===== config.mk =====
export PLATFORM = sky130hd
export DESIGN_NAME = vector_top
export DESIGN_NICKNAME = d
export VERILOG_FILES = /design/src/rtl/vector_top_pkg.sv /design/src/rtl/vector_top_reduce_sat.sv /design/src/rtl/vector_top.sv
export SDC_FILE = /design/constraint.sdc
export NUM_CORES = 1
export LEC_CHECK = 0
export ABC_CLOCK_PERIOD_IN_PS = 5630
export CAP_MARGIN = 20
export CORE_MARGIN = 3
export CORE_UTILIZATION = 30
export DETAILED_ROUTE_END_ITERATION = 12
export PLACE_DENSITY = 0.64
export RECOVER_POWER = 100
export SLEW_MARGIN = 20
export SYNTH_ARGS = -nofsm -noshare
export SYNTH_HDL_FRONTEND = slang
export SYNTH_SLANG_ARGS = --single-unit

===== constraint.sdc =====
create_clock -name clk -period 5.63 [get_ports clk]
set_clock_uncertainty 0.05 [all_clocks]
set_input_delay 0.563 -clock clk [delete_from_list [all_inputs] [get_ports clk]]
set_output_delay 0.563 -clock clk [all_outputs]
set_load 0.01 [all_outputs]

===== src/rtl/vector_top_pkg.sv =====
// -----------------------------------------------------------------------------
// vector_top_pkg
// Shared constants and types for the streaming vector datapath.
//   DW       element width
//   N        window length
//   SUM_W    width of the full-precision window sum (10 x 8-bit signed)
//   SAT_MAX  largest representable element value (+127)
//   SAT_MIN  smallest representable element value (-128)
// -----------------------------------------------------------------------------
package vector_top_pkg;

    localparam int DW    = 8;
    localparam int N     = 10;
    localparam int SUM_W = 12;

    typedef logic signed [DW-1:0] elem_t;

    localparam elem_t SAT_MAX = 8'sh7F;
    localparam elem_t SAT_MIN = 8'sh80;

endpackage


===== src/rtl/vector_top_reduce_sat.sv =====
// -----------------------------------------------------------------------------
// vec_reduce_sat
// Combinational signed reduction of N window elements followed by saturation
// to the element range.
// Ports:
//   i_elem  N packed signed elements (index 0 = newest)
//   o_sum   saturated signed sum, DW bits
// -----------------------------------------------------------------------------
module vec_reduce_sat
    import vector_top_pkg::*;
(
    input  elem_t [N-1:0] i_elem,
    output elem_t         o_sum
);

    // Saturation bounds widened to the accumulator width (sign-extended).
    localparam logic signed [SUM_W-1:0] SUM_MAX = SUM_W'(SAT_MAX);
    localparam logic signed [SUM_W-1:0] SUM_MIN = SUM_W'(SAT_MIN);

    logic signed [SUM_W-1:0] w_sum;

    function automatic elem_t sat_elem(input logic signed [SUM_W-1:0] s);
        if (s > SUM_MAX) begin
            return SAT_MAX;
        end else if (s < SUM_MIN) begin
            return SAT_MIN;
        end else begin
            return s[DW-1:0];
        end
    endfunction

    // 12 bits holds the worst case of 10 x (-128) = -1280 without overflow.
    always_comb begin
        w_sum = '0;
        for (int k = 0; k < N; k++) begin
            w_sum = w_sum + {{(SUM_W-DW){i_elem[k][DW-1]}}, i_elem[k]};
        end
    end

    assign o_sum = sat_elem(w_sum);

endmodule


===== src/rtl/vector_top.sv =====
// -----------------------------------------------------------------------------
// vector_top
// Streaming 8-bit vector datapath: a 10-deep shift window of the most recent
// samples and a registered signed saturating sum of that window.
// Ports:
//   clk      system clock, rising edge
//   reset    synchronous active-high reset, clears window and f
//   next_in  signed sample consumed every cycle
//   r1..r10  window elements, r1 newest, r10 oldest
//   f        registered saturated sum of the window as it stood before the
//            last edge (sample-to-f latency of two edges)
// -----------------------------------------------------------------------------
module vector_top
    import vector_top_pkg::*;
(
    input  logic          clk,
    input  logic          reset,
    input  logic [DW-1:0] next_in,
    output logic [DW-1:0] r1,
    output logic [DW-1:0] r2,
    output logic [DW-1:0] r3,
    output logic [DW-1:0] r4,
    output logic [DW-1:0] r5,
    output logic [DW-1:0] r6,
    output logic [DW-1:0] r7,
    output logic [DW-1:0] r8,
    output logic [DW-1:0] r9,
    output logic [DW-1:0] r10,
    output logic [DW-1:0] f
);

    elem_t         r_win_p0 [N];
    elem_t         r_f_p1;
    elem_t [N-1:0] w_elem;
    elem_t         w_sat;

    always_comb begin
        w_elem = '0;
        for (int k = 0; k < N; k++) begin
            w_elem[k] = r_win_p0[k];
        end
    end

    vec_reduce_sat u_reduce (
        .i_elem (w_elem),
        .o_sum  (w_sat)
    );

    // Stage p0: sample window. Reset clears data too, so the zeros act as
    // padding for partially filled windows and X on next_in is dropped.
    always_ff @(posedge clk) begin
        if (reset) begin
            for (int k = 0; k < N; k++) begin
                r_win_p0[k] <= '0;
            end
        end else begin
            r_win_p0[0] <= elem_t'(next_in);
            for (int k = 1; k < N; k++) begin
                r_win_p0[k] <= r_win_p0[k-1];
            end
        end
    end

    // Stage p1: saturated reduction of the pre-shift window.
    always_ff @(posedge clk) begin
        if (reset) begin
            r_f_p1 <= '0;
        end else begin
            r_f_p1 <= w_sat;
        end
    end

    assign r1  = r_win_p0[0];
    assign r2  = r_win_p0[1];
    assign r3  = r_win_p0[2];
    assign r4  = r_win_p0[3];
    assign r5  = r_win_p0[4];
    assign r6  = r_win_p0[5];
    assign r7  = r_win_p0[6];
    assign r8  = r_win_p0[7];
    assign r9  = r_win_p0[8];
    assign r10 = r_win_p0[9];
    assign f   = r_f_p1;

endmodule


Word level (Yosys, flattened, before mapping) --
Memory sizes are Yosys's and may differ from the RTL's. Cells that the tools add are included.
Storage, ports and cells: bits in registers 8, memory bits (writable) 80, bits of input ports 10, output and inout port bits 88, word-level logic and storage cells 40, memories kept 1
Memory list:
- r_win_p0 | words 10, width 8, read ports 10, clocked after memory_dff 0, write ports 10, RTL line vector_top.sv:32 | elem_t r_win_p0 [N];
Operators by class: add/sub/neg operators 9, order comparisons 2, mux-type cells 15, bitwise logic cells 10, reductions and logical operators 1
Operators by type and width (count):
- $add A12 B12 Y12 | 8
- $mux W8 | 11
- $gt A12 B8 Y1 const B | 1
- $lt A12 B8 Y1 const B | 1
- $or A1 B1 Y1 | 10
- $add A8 B8 Y9 | 1
- $mux W7 | 1
- $mux W1 | 3
- $reduce_or A2 Y1 | 1

Logic depth before layout (Yosys ltp) --
An unclocked memory read counts as a cell.
word-level depth 13, mapped depth 24

Hierarchy --
A second synthesis with hierarchy kept.
Second synthesis, totals: cell total of the unflattened synthesis 445, area, all modules 4790.8 um2
By module, submodules not included:
- vec_reduce_sat | times used 1, cells each 260, area each 2418.6 um2, sequential area each 0.0 um2
- vector_top | times used 1, cells each 185, area each 2372.3 um2, sequential area each 1761.7 um2

Worst setup path after synthesis --
Ideal clock, no wire load.
path kind flip-flop to flip-flop, start memory r_win_p0[0][0] (netlist bit), end register r_f_p1[4] (netlist: f[4]), setup time 0.087 ns, arrival 5.472 ns, path slack 0.020 ns, cell stages (with the launch flop) 21, clock period less this slack 5.610 ns, path through dfxtp_1 > ha_1 > fa_1 > a21o_1 > a21oi_1 > nor2b_1 > o21a_1 > o21ai_0 > a31oi_1 > fa_1 > fa_1 > fa_1 > inv_1 > fa_1 > ha_1 > a21oi_4 > inv_2 > o311a_1 > a211oi_4 > a31oi_4 > o31ai_1
RTL lines:
- from (decl) | RTL line vector_top.sv:32
- to (signal assigned) | RTL line vector_top.sv:69 | r_f_p1 <= w_sat;
- to (decl) | RTL line vector_top.sv:33 | elem_t r_f_p1;

==> metrics.yaml <==
status: "finished, final reports clean"
synth_top_flop_cell: "dfxtp_1"
start_util_pct: 31.4
cts_buffers: 9
drive_above_1_share_pct: 12.2
dr.pass1.iters: 4
num-nets-final: 636
die_h_um: 131
postLayoutCellArea_mm2: 0.00641
start_kind: "flip-flop"
end_kind: "flip-flop"
vias: 3159
cts.sink_count: 88
grt_use_total_pct: 12.2
total_leakage_power_nw: 2.68
whs_ns: 0.435
die_area_mm2: 0.0171
synth_warnings: 0
tritoncts: "yes"
fmax_mhz: 180
gp_congestion: 0.797
r2r_setup_slack_ns: 0.08
ys_seq_area_share_pct: 37.7
yosys-top-cells-area: "dfxtp_1 (38%), fa_1 (27%), nor2b_1 (8.8%), inv_1 (6.7%), ha_1 (5.4%)"
hold_viol: 0
required_ns: 5.78
antenna_found_initial: 0
cp-startpoint: "r_win_p0[0][0]"
slew_headroom_pct: 57.0
async_flop_share_pct: 0
arrival_ns: 5.70
ant_nets: 0
hold_path.class: "flip-flop to flip-flop"
h-tree-depth: 3
place_hpwl_um: 7960
clk_pin_slew_ns: 0.06
endpoint: "f[4]"
root_buffer: "clkbuf_16"
utilization_pct: 43.1
viasPerCell: 4.31
fin_ws_ns: 0.0849
portBuffers: 97
synth_area_mm2: 0.00467
grt.overflow.total: 0
synth.cells.most_frequent: "dfxtp_1 (88), inv_1 (83), nor2b_1 (66)"
synth-seq-cells: 88
first_global_vias: 3338
place_ws_ns: -0.216
synth-edff-count: 0
path_max_fanout: 7
syn_area_per_cell_um2: 11.0
synth_top_area_share_pct: 37.7
rsz0062_at_grt: "true"
synth_fp_nets: 516
drt_iter0_drc: 90
cap_violations: 0
slew_viol_final: 0
clkLatencyLatePin_ns: 0.34
tightest_slew_ns: 0.645
yosys.cell_count.top_type: "dfxtp_1"
grt_pass1_wl_um: 16100
yosys.area.top_type: "dfxtp_1"
fp.dieW_um: 131
diodes: 0
grt_max_degree: 54
max-vdd-ir-drop_v: 0.000140
finalCriticalPeriod_ns: 5.55
cts_buffer_depth: 2
std_cell_rows: 44
r2r_end: "f[4]"
final-setup-viol-count: 0
dpl_cell_area_mm2: 0.00594
io_pins: 98
period_share_pct: 98.5
r2r-start: "r_win_p0[0][0]"
core-area_mm2: 0.0149
r2r.worst_path.cells: 23
setup_tns_ns: 0
p_per_area_mw_per_mm2: 247
drc: 0
wl_per_cell_um: 13.6
wl_um: 9950
ys_types: 37
syn_to_final_growth_pct: 37.3
netlist_instances: 424
criticalPathCategory: "flip-flop to flip-flop"
[how the worst min path moves through the flow]
stage,cells past startpoint,slack (ns),end,startpoint
2_1_floorplan,2,0.44,r_win_p0[7][0],r_win_p0[6][0]
3_3_place_gp,2,0.42,r_win_p0[7][0],r_win_p0[6][0]
3_5_place_dp,2,0.43,r_win_p0[7][0],r_win_p0[6][0]
4_1_cts,2,0.44,r_win_p0[7][0],r_win_p0[6][0]
5_1_grt,1,0.46,r_win_p0[2][5],r_win_p0[1][5]
6_report,2,0.44,r_win_p0[7][0],r_win_p0[6][0]
[worst max-delay path, stage by stage (launching register included)]
cell and delay, ns:
dfxtp_2 0.33, ha_4 0.16, fa_2 0.36, a21o_1 0.20
a21oi_2 0.16, nor2b_1 0.07, o21a_1 0.21, o21ai_2 0.15
a31oi_2 0.12, fa_1 0.50, buf_6 0.14, fa_1 0.48
fa_1 0.44, fa_1 0.54, inv_1 0.06, ha_4 0.29
buf_4 0.11, nand2_1 0.05, nand2_1 0.07, o311a_1 0.20
a211oi_4 0.06, buf_4 0.15, o311ai_4 0.38, o31ai_1 0.13
[flip-flops by register name, summed over array words and instances (netlist names)]
name and count:
f 8, r_win_p0 80
[routing by layer]
| layer | wire (um) | GRT usage, % | vias up |
|---|---|---|---|
| met4 | 216 | 4.17 | 0 |
| met5 | 0 | 0 | - |
| met3 | 625 | 4.27 | 16 |
| met2 | 4760 | 19.5 | 90 |
| li1 | - | - | 1529 |
| met1 | 4340 | 15.3 | 1524 |
[power breakdown]
group	internal [mW]	switching, mW
clock network	0.367	0.230
logic	0.164	0.158
registers	0.650	0.0134
[layout by cell type, fill, tap and decap left out, types with 2 or more instances in the layout]
cell type	instances
o21a_1	2
fa_1	61
buf_4	21
clkbuf_8	2
nor2b_1	66
clkbuf_1	2
inv_1	82
clkdlybuf4s50_1	96
nand2_1	7
o21ai_1	4
inv_2	2
nor3_1	2
clkbuf_16	9
o211ai_1	3
a21oi_1	3
xnor2_2	2
nand2b_1	2
nor2_1	24
ha_1	15
o31ai_1	4
xor2_1	7
dfxtp_2	4
a21oi_2	5
a21o_1	6
dfxtp_1	84
ha_4	5
xnor2_1	3
clkinv_2	2
[kinds of logic (layout without fill, tap and decap cells)]
kind of cell,after synthesis,count (layout),synth area share [%]
DFF,88,88,37.7
buffers and inverters,94,219,7.96
adders and majority gates,82,82,31.9
and+or+nand+nor,106,106,12.5
AOI/OAI and AO/OA,42,42,7.48
xor gates and xnor gates,12,12,2.41
[area by class of cell]
cell class | count | area [um^2]
well taps | 184 | 230
clock inverters | 3 | 40.0
repair buffers | 119 | 1130
flip-flops and latches | 88 | 1770
fillers | 1394 | 8450
clock buffers | 13 | 260
multi-input cells | 242 | 2660
inverters | 84 | 315
[per-stage QoR]
| stage | total power [mW] | instances |
|---|---|---|
| after floorplan | 0.856 | 424 |
| after global placement | 0.967 | 713 |
| after detailed placement | 0.974 | 713 |
| after CTS | 1.59 | 731 |
| after global routing | 1.66 | 733 |
| final | 1.58 | 733 |
[what timing repair did]
item / 4_1_cts / 5_1_grt
resized for setup: 18 / 11
cloned: 0 / 0
hold buffers: 0 / 0
buffers inserted: 2 / 2
endpoints found under the setup margin: 7 / 8
pin swaps: 15 / 28
No activity file was read; power rests on OpenSTA's default activity.
